`src/rtl/mips_pkg.sv`:
```
// Shared definitions for the multicycle MIPS main controller: state
// encoding, instruction field constants, ALU operation classes and ALU
// control codes.
package mips_pkg;

    // Controller states; RESET must stay at encoding zero.
    typedef enum logic [3:0] {
        S_RESET    = 4'd0,
        S_FETCH    = 4'd1,
        S_DECODE   = 4'd2,
        S_MEMADR   = 4'd3,
        S_MEMREAD  = 4'd4,
        S_MEMWB    = 4'd5,
        S_MEMWRITE = 4'd6,
        S_EXECUTE  = 4'd7,
        S_ALUWB    = 4'd8,
        S_BRANCH   = 4'd9,
        S_ADDIEXEC = 4'd10,
        S_ADDIWB   = 4'd11,
        S_JUMP     = 4'd12
    } state_t;

    // Opcode field values (instr[31:26]).
    localparam logic [5:0] OP_RTYPE = 6'b000000;
    localparam logic [5:0] OP_LW    = 6'b100011;
    localparam logic [5:0] OP_SW    = 6'b101011;
    localparam logic [5:0] OP_BEQ   = 6'b000100;
    localparam logic [5:0] OP_ADDI  = 6'b001000;
    localparam logic [5:0] OP_J     = 6'b000010;

    // R-type funct field values (instr[5:0]).
    localparam logic [5:0] FUNCT_ADD = 6'b100000;
    localparam logic [5:0] FUNCT_SUB = 6'b100010;
    localparam logic [5:0] FUNCT_AND = 6'b100100;
    localparam logic [5:0] FUNCT_OR  = 6'b100101;
    localparam logic [5:0] FUNCT_SLT = 6'b101010;

    // ALU operation class handed from the FSM to the ALU decoder.
    typedef logic [1:0] alu_op_t;
    localparam alu_op_t ALU_OP_ADD   = 2'b00;
    localparam alu_op_t ALU_OP_SUB   = 2'b01;
    localparam alu_op_t ALU_OP_FUNCT = 2'b10;

    // ALU control codes.
    localparam logic [2:0] ALU_CTL_AND = 3'b000;
    localparam logic [2:0] ALU_CTL_OR  = 3'b001;
    localparam logic [2:0] ALU_CTL_ADD = 3'b010;
    localparam logic [2:0] ALU_CTL_SUB = 3'b110;
    localparam logic [2:0] ALU_CTL_SLT = 3'b111;

    // True for every opcode the controller knows how to execute.
    function automatic logic is_supported_op(input logic [5:0] op);
        logic ok;
        case (op)
            OP_RTYPE, OP_LW, OP_SW, OP_BEQ, OP_ADDI, OP_J: ok = 1'b1;
            default:                                       ok = 1'b0;
        endcase
        return ok;
    endfunction

endpackage

```
`src/rtl/alu_decoder.sv`:
```
// Combinational ALU control decoder: maps the FSM's ALU operation class
// and, for R-type instructions, the funct field to an ALU control code.
module alu_decoder
    import mips_pkg::*;
#(
    parameter int FUNCT_WIDTH = 6
) (
    input  logic [1:0]             alu_op,
    input  logic [FUNCT_WIDTH-1:0] funct,
    output logic [2:0]             alu_control
);

    // Decode operation class first, then funct for the R-type class.
    always_comb begin
        alu_control = ALU_CTL_AND;
        case (alu_op)
            ALU_OP_ADD: alu_control = ALU_CTL_ADD;
            ALU_OP_SUB: alu_control = ALU_CTL_SUB;
            default: begin
                // alu_op 1x: R-type, operation chosen by funct
                case (funct)
                    FUNCT_ADD: alu_control = ALU_CTL_ADD;
                    FUNCT_SUB: alu_control = ALU_CTL_SUB;
                    FUNCT_AND: alu_control = ALU_CTL_AND;
                    FUNCT_OR:  alu_control = ALU_CTL_OR;
                    FUNCT_SLT: alu_control = ALU_CTL_SLT;
                    default:   alu_control = ALU_CTL_AND;
                endcase
            end
        endcase
    end

endmodule

```
`src/rtl/main_controller.sv`:
```
// Multicycle MIPS main controller: Moore FSM sequencing fetch, decode and
// the per-class execute/writeback steps, plus the PC enable combining the
// unconditional PC write with a taken branch.
module main_controller
    import mips_pkg::*;
#(
    parameter int OPCODE_WIDTH = 6,
    parameter int FUNCT_WIDTH  = 6
) (
    input  logic                    clk,
    input  logic                    rst,
    input  logic [OPCODE_WIDTH-1:0] opcode,
    input  logic [FUNCT_WIDTH-1:0]  funct,
    input  logic                    zero,
    output logic                    pc_en,
    output logic                    iord,
    output logic                    mem_write,
    output logic                    ir_write,
    output logic                    reg_dst,
    output logic                    mem_to_reg,
    output logic                    reg_write,
    output logic                    alu_src_a,
    output logic [1:0]              alu_src_b,
    output logic [1:0]              pc_src,
    output logic [2:0]              alu_control,
    output logic                    illegal_op,
    output logic [3:0]              state
);

    state_t  state_q;
    state_t  state_d;
    logic    pc_write_s;
    logic    branch_s;
    alu_op_t alu_op_s;
    logic [2:0] alu_ctl_s;

    // State register with synchronous reset that wins from any state.
    always_ff @(posedge clk) begin
        if (rst) begin
            state_q <= S_RESET;
        end else begin
            state_q <= state_d;
        end
    end

    // Next-state logic; opcode only matters in DECODE and MEMADR.
    always_comb begin
        state_d = S_RESET;
        case (state_q)
            S_RESET: state_d = S_FETCH;
            S_FETCH: state_d = S_DECODE;
            S_DECODE: begin
                case (opcode)
                    OP_LW, OP_SW: state_d = S_MEMADR;
                    OP_RTYPE:     state_d = S_EXECUTE;
                    OP_BEQ:       state_d = S_BRANCH;
                    OP_ADDI:      state_d = S_ADDIEXEC;
                    OP_J:         state_d = S_JUMP;
                    default:      state_d = S_FETCH;
                endcase
            end
            S_MEMADR: begin
                // A non-memory opcode here means a corrupted instruction: abandon it.
                if (opcode == OP_LW) begin
                    state_d = S_MEMREAD;
                end else if (opcode == OP_SW) begin
                    state_d = S_MEMWRITE;
                end else begin
                    state_d = S_FETCH;
                end
            end
            S_MEMREAD:  state_d = S_MEMWB;
            S_EXECUTE:  state_d = S_ALUWB;
            S_ADDIEXEC: state_d = S_ADDIWB;
            S_MEMWB, S_MEMWRITE, S_ALUWB, S_ADDIWB, S_BRANCH, S_JUMP: state_d = S_FETCH;
            default:    state_d = S_RESET;
        endcase
    end

    // Moore output decode; every control defaults to inactive.
    always_comb begin
        iord       = 1'b0;
        mem_write  = 1'b0;
        ir_write   = 1'b0;
        reg_dst    = 1'b0;
        mem_to_reg = 1'b0;
        reg_write  = 1'b0;
        alu_src_a  = 1'b0;
        alu_src_b  = 2'b00;
        pc_src     = 2'b00;
        pc_write_s = 1'b0;
        branch_s   = 1'b0;
        alu_op_s   = ALU_OP_ADD;
        illegal_op = 1'b0;
        case (state_q)
            S_FETCH: begin
                ir_write   = 1'b1;
                pc_write_s = 1'b1;
                alu_src_b  = 2'b01;
            end
            S_DECODE: begin
                alu_src_b  = 2'b11;
                illegal_op = ~is_supported_op(opcode);
            end
            S_MEMADR, S_ADDIEXEC: begin
                alu_src_a = 1'b1;
                alu_src_b = 2'b10;
            end
            S_MEMREAD: begin
                iord = 1'b1;
            end
            S_MEMWB: begin
                mem_to_reg = 1'b1;
                reg_write  = 1'b1;
            end
            S_MEMWRITE: begin
                iord      = 1'b1;
                mem_write = 1'b1;
            end
            S_EXECUTE: begin
                alu_src_a = 1'b1;
                alu_op_s  = ALU_OP_FUNCT;
            end
            S_ALUWB: begin
                reg_dst   = 1'b1;
                reg_write = 1'b1;
            end
            S_ADDIWB: begin
                reg_write = 1'b1;
            end
            S_BRANCH: begin
                alu_src_a = 1'b1;
                alu_op_s  = ALU_OP_SUB;
                pc_src    = 2'b01;
                branch_s  = 1'b1;
            end
            S_JUMP: begin
                pc_src     = 2'b10;
                pc_write_s = 1'b1;
            end
            default: begin
                alu_op_s = ALU_OP_ADD;
            end
        endcase
    end

    alu_decoder #(
        .FUNCT_WIDTH (FUNCT_WIDTH)
    ) u_alu_decoder (
        .alu_op      (alu_op_s),
        .funct       (funct),
        .alu_control (alu_ctl_s)
    );

    // ALU control is forced to zero in RESET so every output reads idle there.
    always_comb begin
        if (state_q == S_RESET) begin
            alu_control = 3'b000;
        end else begin
            alu_control = alu_ctl_s;
        end
    end

    // PC enable follows zero combinationally so a taken branch loads this cycle.
    always_comb begin
        pc_en = pc_write_s | (branch_s & zero);
    end

    assign state = state_q;

endmodule

```
`config.mk`:
```
export PLATFORM = sky130hd
export DESIGN_NAME = main_controller
export DESIGN_NICKNAME = d
export VERILOG_FILES = /design/src/rtl/mips_pkg.sv /design/src/rtl/alu_decoder.sv /design/src/rtl/main_controller.sv
export SDC_FILE = /design/constraint.sdc
export NUM_CORES = 1
export LEC_CHECK = 0
export ABC_AREA = 0
export CAP_MARGIN = 0
export CORE_UTILIZATION = 35
export CTS_CLUSTER_SIZE = 28
export DETAILED_ROUTE_END_ITERATION = 7
export PLACE_DENSITY = 0.81
export SETUP_SLACK_MARGIN = 0.05
export SYNTH_ARGS = -nofsm -noshare
export SYNTH_HDL_FRONTEND = slang
export SYNTH_SLANG_ARGS = --single-unit
```
`constraint.sdc`:
```
create_clock -name clk -period 1.3 [get_ports clk]
set_input_delay 0.26 -clock clk [delete_from_list [all_inputs] [get_ports clk]]
set_output_delay 0.26 -clock clk [all_outputs]
set_load 0.005 [all_outputs]
```
==> summary.md, run 1 <==
| Metric | Value |
|---|---|
| Simple-Gate Fraction of Synth Area | `between 40 and 50%` |
| Die height | `slightly above 40 µm` |
| Post-cts repair resize count | `about 140` |
| Area share of xor/xnor cells in the synthesized design | `under 10%` |
| H-tree levels | `1` |
| Asr flop ratio synth | `0%` |
| Postcts setup bufs | `12` |
| Netlist Area Pre-Place | `around 540 µm²` |
| Commonest cells in the netlist | `nor2_1 (13), nor3_1 (9), a21oi_1 (8)` |
| Synth area leader | `dfxtp_1` |
| CTS sink cnt | `4` |
| Mux contribution to synthesized area | `about 1.8%` |
| Outcome | `did not finish` |
| Initial Util | `approximately two fifths` |
| Failed at | `clock tree synthesis` |
| Cells after Synth | `86` |
| Clk root buf | `clkbuf_4` |
| Placed Area | `between 1000 and 1500 µm²` |
| Post-cts hold buffer count | `0` |
| Syn Area/Cell | `approximately 6.3 µm²` |
| FF+latch count, synth | `4` |
| Die Wd | `between 40 and 50 µm` |
| Syn Nets | `101` |
| Boundary pin count | `35` |
| CTS Buf Count | `3` |
| Top area cells in the synthesized netlist | `dfxtp_1 (15%), nor2_1 (9.0%), nor3_1 (8.3%)` |
| Top FF cell, synth | `dfxtp_1` |
| Synth unique cells | `33` |
| Largest family of logic cells by synthesized area | `simple AND/OR/NAND/NOR gates` |
| Maximum clock path buffer count | `2` |
| Error msg | `[ERROR DPL-0033] detailed placement checks failed during check placement.` |
| Port Buf Inserts | `34` |
| Post-synth EDFFs | `0` |
| DP Wirelength | `1.68 mm` |
| Sequential share of the synthesized area | `14.7%` |
| Yosys warnings | `0` |
| Post-place setup slack | `-792 ps` |
| Compound-Gate Fraction of Synth Area | `between 20% and 30%` |
| Top-area cell type share of the netlist area | `between 10 and 15%` |
| Adder-Cell Fraction of Synth Area | `0%` |
| Gpl congestion | `~0.84` |
| Most frequent cell after synthesis | `nor2_1` |
| # rows | `13` |
cells by family after synthesis:
group                  Yosys count
AND/OR/NAND/NOR                 49
AO/OA/AOI/OAI                   23
buffers and inverters            7
flip-flops                       4
XOR/XNOR                         2
multiplexers                     1
per-stage QoR:
step | std cells | hold WS (ps) | TNS [ps]
after floorplan | 86 | 329 | 0
after detailed placement | 158 | 662 | -8100
after global placement | 158 | 643 | -7370
==> run 2, diff against run 1 <==
--- a/config.mk
+++ b/config.mk
@@ -7,11 +7,10 @@
 export LEC_CHECK = 0
 export ABC_AREA = 0
 export CAP_MARGIN = 0
-export CORE_UTILIZATION = 35
-export CTS_CLUSTER_SIZE = 28
+export CORE_AREA = 2 2 63 65
 export DETAILED_ROUTE_END_ITERATION = 7
-export PLACE_DENSITY = 0.81
-export SETUP_SLACK_MARGIN = 0.05
+export DIE_AREA = 0 0 65 67
+export PLACE_DENSITY_LB_ADDON = 0.15
 export SYNTH_ARGS = -nofsm -noshare
 export SYNTH_HDL_FRONTEND = slang
 export SYNTH_SLANG_ARGS = --single-unit
==> summary.md, run 2 <==
| Metric | Value |
|---|---|
| Worst path max stage delay | `360 ps` |
| Layout area overhead | `167%` |
| Cells along the critical path | `buf_6 > nor3_2 > a21oi_1 > or2_1 > buf_2` |
| Syn Nets | `101 (unchanged)` |
| Synth unique cells | `33 (unchanged)` |
| Worst hold slack | `between 500 and 600 ps` |
| Maximum vdd ir drop | `about 0.23 mV` |
| Worst Hold Endpoint | `state[2]$_SDFF_PP0_` |
| Leakage power | `0.675 nW` |
| Maximum clock path buffer count | `2 (unchanged)` |
| Final net count | `~180` |
| RSZ-0062 raised after global routing | `true` |
| CP Launch Type | `register` |
| Slowest-stage cell, CP | `dfxtp_4` |
| Min-delay worst type | `primary input to register` |
| Boundary pin count | `35 (unchanged)` |
| Full die area | `between 4000 and 5000 µm²` |
| Netlist Area Pre-Place | `544 µm² (unchanged)` |
| Outcome | `complete, but fails checks` |
| Gpl congestion | `0.702 (-17%)` |
| CTS Buf Count | `3 (unchanged)` |
| Drc violations | `0` |
| # rows | `22 (+9)` |
| Tot GR Track Use | `a little under an eighth` |
| Clk root buf | `clkbuf_8` |
| Setup ws final | `-228 ps` |
| DR vias | `between 900 and 1k` |
| DR pass1 iterations | `2` |
| Worst Path Required | `1040 ps` |
| CTS sink cnt | `4 (unchanged)` |
| Pwr dens | `502 nW/µm²` |
| Share of cells above drive strength 1 | `64.6%` |
| WP data arrival | `around 1300 ps` |
| Period utilization | `118%` |
| Antenna viol nets, final | `0` |
| Overflow after GRT | `0` |
| Die Wd | `65 µm (+57%)` |
| Most common cell after layout, fill and taps aside | `buf_4` |
| Floorplan core area | `around 3600 µm²` |
| Cell count after placement | `191 (+21%)` |
| Reg-to-reg endpoint | `state[0]$_SDFF_PP0_` |
| Failing checks | `setup timing` |
| Largest net degree at the start of global routing | `15` |
| Final Cell Area | `~1500 µm²` |
| Diode count | `0` |
| H-tree levels | `1 (unchanged)` |
| Die height | `67 µm (+62%)` |
| WS Path Type | `register to output port` |
| Clock latency on the worst-skew pair | `between 200 and 250 ps` |
| Commonest cells after routing, fill and taps aside | `buf_4 (31), buf_2 (13), buf_6 (12), dlygate4sd2_1 (10), nor2_1 (9)` |
| Crit-path max FO | `6` |
| Synth area leader | `dfxtp_1` |
| MaxCap Viol Count | `0` |
| Final setup vio count | `19` |
| CP Capture Type | `output port` |
| Reg2Reg Depth | `5` |
| FF-to-FF Start | `state[1]$_SDFF_PP0_` |
| Most frequent cell after synthesis | `nor2_1` |
| TritonCTS clock tree | `built` |
| Max-Slew Margin vs Limit | `between 80% and 90%` |
| Post-synth EDFFs | `0 (unchanged)` |
| Top FF cell, synth | `dfxtp_1` |
| FF+latch count, synth | `4 (unchanged)` |
| Port Buf Inserts | `34 (unchanged)` |
| Worst Min Path Start | `opcode[2]` |
| Asr flop ratio synth | `0% (unchanged)` |
| FF-to-FF setup slack | `-100 ps` |
| Syn Area/Cell | `6.33 µm² (unchanged)` |
| Crit path max-delay family | `flip-flops` |
| Initial DRC Count | `11` |
| Actual slew at the worst max-slew pin | `roughly 250 ps` |
| Cells after Synth | `86 (unchanged)` |
| Fmax | `roughly 650 MHz` |
| Vias in the first global route | `910` |
| Sequential share of the synthesized area | `14.7% (unchanged)` |
| WHS Path Cells | `3` |
| Placed Area | `1140 µm² (+3.8%)` |
| Post-Route Skew | `4.07 ps` |
| Commonest cells in the netlist | `nor2_1 (13), nor3_1 (9), a21oi_1 (8)` |
| Initial antenna violation count | `0` |
| Pins over their slew limit | `0` |
| DP Wirelength | `1.76 mm (+4.6%)` |
| Vias/cell | `around 4.4` |
| Final hold vios | `0` |
| Final WL | `around 2.5 mm` |
| Post-DR wirelength/cell | `12.2 µm` |
| Yosys warnings | `0 (unchanged)` |
| Max FFs per register | `4` |
| Initial Util | `15.1% (-25 points)` |
| CP bufs+invs | `2` |
| Top-area cell type share of the netlist area | `14.7% (unchanged)` |
| Final min period | `roughly 1500 ps` |
| Non-Filler Instances | `about 210` |
| First-pass GRT wire length | `between 3 and 4 mm` |
| Post-place setup slack | `-801 ps (-8.82 ps)` |
| Clk slew on worst S/H paths | `about 30 ps` |
| Top area cells in the synthesized netlist | `dfxtp_1 (15%), nor2_1 (9.0%), nor3_1 (8.3%)` |
## run 2: stage by stage
step / setup TNS (ps) / util (%) / power, mW
final: -2150 / 40.2 / 0.729
after global routing: -3210 / 40.2 / 0.767
after CTS: -2270 / 36.8 / 0.706
after detailed placement: -8390 / 31.6 / 0.422
after global placement: -8090 / 31.6 / 0.420
after floorplan: 0 / - / 0.249
## run 2: kinds of logic after synthesis
kind of cell / share of synthesized area [%]
xor gates and xnor gates: 3.22
buffers and inverters: 6.90
and+or+nand+nor: 48.3
DFF: 14.7
AOI/OAI and AO/OA: 25.1
muxes: 1.84
## run 2: worst register-to-register path: cells and delay by family, from the launching register on
family,cells,cell delay [ps]
flops,1,370
simple gates,2,420
compound gates,1,220
buf+inv,2,300
## run 2: layer usage
metal  global-route usage [%]  routed length [µm]
met1                     12.4                1060
met2                     22.6                1370
met3                     1.18                  87
met4                     3.99                  34
met5                        0                   0
## run 2: repair_timing
action,CTS,global route
pin swaps,12,11
resized for setup,116,29
hold endpoints to repair,0,0
setup endpoints to repair,23,21
hold buffers,0,0
buffers inserted,11,4
## run 2: worst max path at each step
| stage | startpoint | end | depth (start not counted) |
|---|---|---|---|
| after floorplan | state[0]$_SDFF_PP0_ | illegal_op | 4 |
| after global placement | funct[2] | alu_control[0] | 5 |
| after detailed placement | funct[5] | alu_control[2] | 6 |
| after CTS | state[0]$_SDFF_PP0_ | illegal_op | 4 |
| after global routing | state[0]$_SDFF_PP0_ | illegal_op | 4 |
| final | state[2]$_SDFF_PP0_ | alu_control[1] | 5 |
## run 2: area by class of cell
type                       count  area [µm²]
sequential                     4        92.6
inverter                       1        3.75
clock buffer                   3        41.3
multi-input combinational     75         616
tap                           48        60.1
fill                         403        2150
timing repair buffer          78         638
## run 2: power breakdown
part	leakage, nW	switching [mW]	total (mW)	internal [mW]
clock	0.0216	0.0759	0.274	0.198
combinational	0.619	0.139	0.320	0.181
sequential	0.0352	0.00886	0.135	0.126
total	0.675	0.224	0.729	0.505
Power figures use the tool's default switching activity.
